<file path="config.mk">
export PLATFORM = sky130hd
export DESIGN_NAME = divisor_ruta_datos
export DESIGN_NICKNAME = d
export VERILOG_FILES = /design/src/rtl/divisor_ruta_datos.sv
export SDC_FILE = /design/constraint.sdc
export NUM_CORES = 1
export LEC_CHECK = 0
export BUFFER_PORTS_ARGS = -buffer_cell sky130_fd_sc_hd__buf_2
export CAP_MARGIN = 40
export CELL_PAD_IN_SITES_DETAIL_PLACEMENT = 0
export CELL_PAD_IN_SITES_GLOBAL_PLACEMENT = 1
export CORE_UTILIZATION = 45
export DETAILED_ROUTE_END_ITERATION = 7
export PLACE_DENSITY = 0.88
export SLEW_MARGIN = 20
export SYNTH_ARGS = -nofsm -noshare
export SYNTH_HDL_FRONTEND = slang
export SYNTH_SLANG_ARGS = --single-unit
</file>
<file path="constraint.sdc">
create_clock -name reloj -period 2.9 [get_ports reloj]
set_input_delay 0 -clock reloj [delete_from_list [all_inputs] [get_ports reloj]]
set_output_delay 0 -clock reloj [all_outputs]
set_load 0.005 [all_outputs]
</file>
<file path="src/rtl/divisor_ruta_datos.sv">
// Datapath of the restoring divider. Driven by the divider control FSM through a
// one-hot state vector; returns the two status flags the FSM branches on and
// presents the quotient/remainder with a ready flag.
module divisor_ruta_datos #(
  parameter int unsigned WIDTH = 16
) (
  input  logic             reloj,
  input  logic             reset,
  input  logic [7:0]       est,
  input  logic [WIDTH-1:0] dividendo_in,
  input  logic [WIDTH-1:0] divisor_in,
  output logic             divisor_no_cero,
  output logic             cont16_no_cero,
  output logic [WIDTH-1:0] cociente,
  output logic [WIDTH-1:0] residuo,
  output logic             listo,
  output logic             div_cero,
  output logic             est_invalido
);

  localparam int unsigned CW = $clog2(WIDTH + 1);
  localparam int unsigned RW = WIDTH + 1;
  localparam int unsigned DW = WIDTH + 2;

  logic [WIDTH-1:0] d_reg, d_nxt;
  logic [WIDTH-1:0] b_reg, b_nxt;
  logic [RW-1:0]    r_reg, r_nxt;
  logic [WIDTH-1:0] q_reg, q_nxt;
  logic [CW-1:0]    cnt,   cnt_nxt;
  logic [WIDTH-1:0] cociente_nxt;
  logic [WIDTH-1:0] residuo_nxt;
  logic             listo_nxt;
  logic             div_cero_nxt;
  logic [DW-1:0]    dif;

  // State vector must have exactly one bit set
  assign est_invalido    = (est == 8'd0) || ((est & (est - 8'd1)) != 8'd0);

  // Status flags straight from the registers
  assign divisor_no_cero = |b_reg;
  assign cont16_no_cero  = (cnt != CW'(0));

  // Next-value selection for the active FSM state
  always_comb begin
    d_nxt        = d_reg;
    b_nxt        = b_reg;
    r_nxt        = r_reg;
    q_nxt        = q_reg;
    cnt_nxt      = cnt;
    cociente_nxt = cociente;
    residuo_nxt  = residuo;
    listo_nxt    = listo;
    div_cero_nxt = div_cero;
    // Extra top bit of the difference is the borrow
    dif          = {1'b0, r_reg} - {2'b00, b_reg};

    if (!est_invalido) begin
      if (est[0]) begin
        d_nxt = dividendo_in;
        b_nxt = divisor_in;
      end else if (est[1]) begin
        if (b_reg == '0) begin
          div_cero_nxt = 1'b1;
          cociente_nxt = {WIDTH{1'b1}};
          residuo_nxt  = d_reg;
          listo_nxt    = 1'b1;
        end else begin
          div_cero_nxt = 1'b0;
        end
      end else if (est[2]) begin
        r_nxt     = '0;
        q_nxt     = d_reg;
        cnt_nxt   = CW'(WIDTH);
        listo_nxt = 1'b0;
      end else if (est[3]) begin
        r_nxt = {r_reg[WIDTH-1:0], q_reg[WIDTH-1]};
        q_nxt = {q_reg[WIDTH-2:0], 1'b0};
      end else if (est[4]) begin
        if (!dif[DW-1]) begin
          r_nxt    = dif[RW-1:0];
          q_nxt[0] = 1'b1;
        end else begin
          q_nxt[0] = 1'b0;
        end
        cnt_nxt = cnt - CW'(1);
      end else if (est[6]) begin
        cociente_nxt = q_reg;
        residuo_nxt  = r_reg[WIDTH-1:0];
        listo_nxt    = 1'b1;
      end
    end
  end

  // All registers update on the falling edge, in step with the FSM
  always_ff @(negedge reloj or negedge reset) begin
    if (!reset) begin
      d_reg    <= '0;
      b_reg    <= '0;
      r_reg    <= '0;
      q_reg    <= '0;
      cnt      <= '0;
      cociente <= '0;
      residuo  <= '0;
      listo    <= 1'b0;
      div_cero <= 1'b0;
    end else begin
      d_reg    <= d_nxt;
      b_reg    <= b_nxt;
      r_reg    <= r_nxt;
      q_reg    <= q_nxt;
      cnt      <= cnt_nxt;
      cociente <= cociente_nxt;
      residuo  <= residuo_nxt;
      listo    <= listo_nxt;
      div_cero <= div_cero_nxt;
    end
  end

endmodule

</file>
==> key figures <==
Run status
  • Status: complete, but fails checks
  • Failing checks: setup timing

Worst setup path
  • CP max FO: 3
  • Delay of the slowest critical-path stage: 0.46 ns
  • Cell Chain, Critical Path: inv_2, ha_4, or4b_4, buf_6
  • Kind of critical path: flip-flop to primary output
  • Arrival @ worst endpoint: between 2 and 3 ns
  • Worst setup SP type: flip-flop
  • CP required: 2.90 ns
  • Critical Path Slowest Stage Cell: or4b_4
  • CP Capture Type: primary output

Yosys
  • Number of synthesized flops with an enable pin: 0
  • Flops & latches, synth: 104
  • Post-synthesis sequential area ratio: 44.95%
  • Post-Syn Nets: 670
  • Largest cells by area after synthesis: dfrtn_1 45%, mux2_2 7.0%, o21ai_0 5.2%
  • Post-synth top flop: dfrtn_1
  • Mapped Area: 5789 um2
  • Top-area cell type share of the netlist area: 44.95%
  • Post-synthesis cell count: 609
  • Avg Cell Area, Syn: 9.506 um2
  • Yosys cell types: 62
  • Yosys Warn Count: 0
  • Post-synthesis async set-or-reset flop share: 100.0%
  • Yosys top cell by area: dfrtn_1

Detailed routing
  • # DRC: 0
  • DRT iter0 DRCs: 357
  • ANT nets after route: 0
  • Pre-Repair DR Iteration Count: 5
  • Final WL: 16650 um
  • Drt via density: 5.600
  • WL/cell: 18.34 um
  • Vias: between 5000 and 6000

Clock tree
  • # H-tree levels: 3
  • Clock Pin Slew Worst Setup and Hold Paths: 0.05 ns
  • Inserted Clock Buffers: 9
  • CTS sink count: 104
  • Clock Tree Buf Depth: 2
  • Number of hold buffers added after cts: 0
  • Clock Latency Late Sink: ~0.35 ns
  • CTS tree: built
  • Root buf cell: clkbuf_16

Cells and area
  • Final core utilization: 60.89%
  • Share of cells above drive strength 1: 35.73%
  • Max reg flops: 17
  • Multi-input logic area: 3262 um2
  • Cell Count, Final, Fillers Out: roughly 910
  • # diodes: 0
  • Area Overhead vs Synth: 32.18%
  • Fillers: 1050
  • Final instance area: 7652 um2
  • Register area: between 2000 and 3000 um2
  • Layout Nets: between 700 and 800

Power
  • Peak supply drop: ~0.00036 V
  • Net Switching: 0.001626 W
  • Int Pwr: 0.003175 W
  • Sw Ratio: between 30% and 40%
  • Register share of total power: 40.9%
  • P_leak: around 3.6 nW
  • Combinational power share: 33.4%
  • Clock network power share: between 20% and 30%
  • Power Density: 627.3 nW/um2
  • Total design power: 0.004800 W

GRT
  • GR Overflow Total: 0
  • First-pass GRT wire length: 25410 um
  • Met3 usage: between 4 and 5%
  • Initial antenna violation count: 0
  • GRT busiest layer: met2
  • Routing usage on met2: ~41%
  • GRT Total Usage: about a quarter
  • Pin count of the biggest net entering global routing: 37
  • Vias in the first global route: 5000
  • Met1 GRT Util: 33.49%

Die
  • Core area: 12570 um2
  • Die X: 115.4 um
  • Die Area: around 13000 um2
  • Ports: 79
  • Initial core utilization: between 40% and 50%
  • Num rows: 41
  • Die Ht: between 100 and 150 um

Hold path
  • Hold WC Path Type: flip-flop to flip-flop

STA
  • Hold Fails Final Rpt: 0
  • Slew margin rel.: between 60% and 70%
  • Setup Viol. Count Final: between 50 and 60
  • Fin worst setup slack: -0.06123 ns
  • RSZ-0062 raised after global routing: yes
  • Clock skew: between 0.004 and 0.005 ns
  • Worst slew pin tran: 0.4652 ns
  • Final max-slew violation count: 0

Placed design
  • Pre-CTS WS: -0.4603 ns
  • GPL Wtd Cong: 0.8945
  • IO Port Bufs: 78
  • Final HPWL DP: between 10000 and 15000 um
  • Placed cell count: between 800 and 900
  • Area after DPL: about 6700 um2

Flow run
  • Number of max-cap violations: 0
-- final timing paths --
kind | slack, ns | start | depth (start not counted) | end
max | -0.06 | cnt[0] | 4 | cont16_no_cero
min | 0.42 | residuo[12] | 2 | residuo[12]
max reg2reg | 0.08 | b_reg[0] | 9 | r_reg[12]
min reg2reg | 0.42 | residuo[12] | 2 | residuo[12]
max in group asynchronous | 1.41 | reset | 2 | residuo[9]
min in group asynchronous | 0.92 | reset | 1 | cociente[2]
-- synth_stat cells, types with 15 or more instances --
library cell,count
a21oi_1,33
clkbuf_1,31
dfrtn_1,104
ha_1,18
inv_1,27
mux2_2,36
mux2i_1,24
nand2_1,72
nor2_1,38
nor2b_1,20
o21ai_0,60
o21ai_1,15
-- power groups by stage --
stage                     Combinational [W]  Sequential, W  Clock (W)
after floorplan                     0.00101        0.00189          0
after global placement              0.00141        0.00195          0
after detailed placement            0.00145        0.00197          0
after CTS                           0.00151        0.00195    0.00126
after global routing                0.00177        0.00200    0.00132
final                               0.00160        0.00196    0.00123
-- cells by family after synthesis --
| kind of cell | synth area share [%] |
|---|---|
| flops | 44.95 |
| simple gates | 15.93 |
| compound gates | 18.13 |
| buf+inv | 4.041 |
| fa+ha+maj | 4.409 |
| xor+xnor | 0.6053 |
| mux | 11.93 |
-- layer usage --
layer  routed length, um  share of wire, %  up-vias
met1                7727                46     2473
met3                 644               3.9       19
met4                 200               1.2        0
met5                   0                 0        -
met2                8078                49      159
li1                    -                 -     2434
-- critical path, delay by kind of cell (launching register included) --
kind	cells	cell delay (ns)
fa+ha+maj	1	0.12
flops	1	0.36
simple gates	1	0.46
buf+inv	2	0.22
-- through the flow --
stage	hold WS, ns	setup TNS [ns]
after floorplan	0.1711	-13.36
after global placement	0.4149	-36.37
after detailed placement	0.4251	-43.11
after CTS	0.4251	-0.1171
after global routing	0.4432	-4.341
final	0.4174	-1.021
-- cell type report --
cell class,instances,area share [%]
inverters,27,1.324
flip-flops and latches,104,34.01
well taps,172,2.812
clock inverters,4,0.7194
multi-input cells,443,42.63
repair buffers,147,15.34
clock buffers,11,3.172
-- placed cells by master, fill, tap and decap left out, types with 10 or more instances in the layout --
cell type,instances
dfrtn_1,104
buf_2,73
nand2_1,62
buf_4,49
nor2_1,36
mux2_2,34
a21oi_1,32
o21ai_0,31
inv_1,24
o21ai_1,23
mux2i_1,23
nor2b_1,20
o21ai_2,19
ha_1,16
clkbuf_16,13
buf_6,10
-- timing repair --
item	in CTS	in global routing
resized for setup	32	88
pin swaps	4	34
setup endpoints to repair	89	83
cloned	3	5
setup buffers	11	6
(Power assumes the default switching activity.)
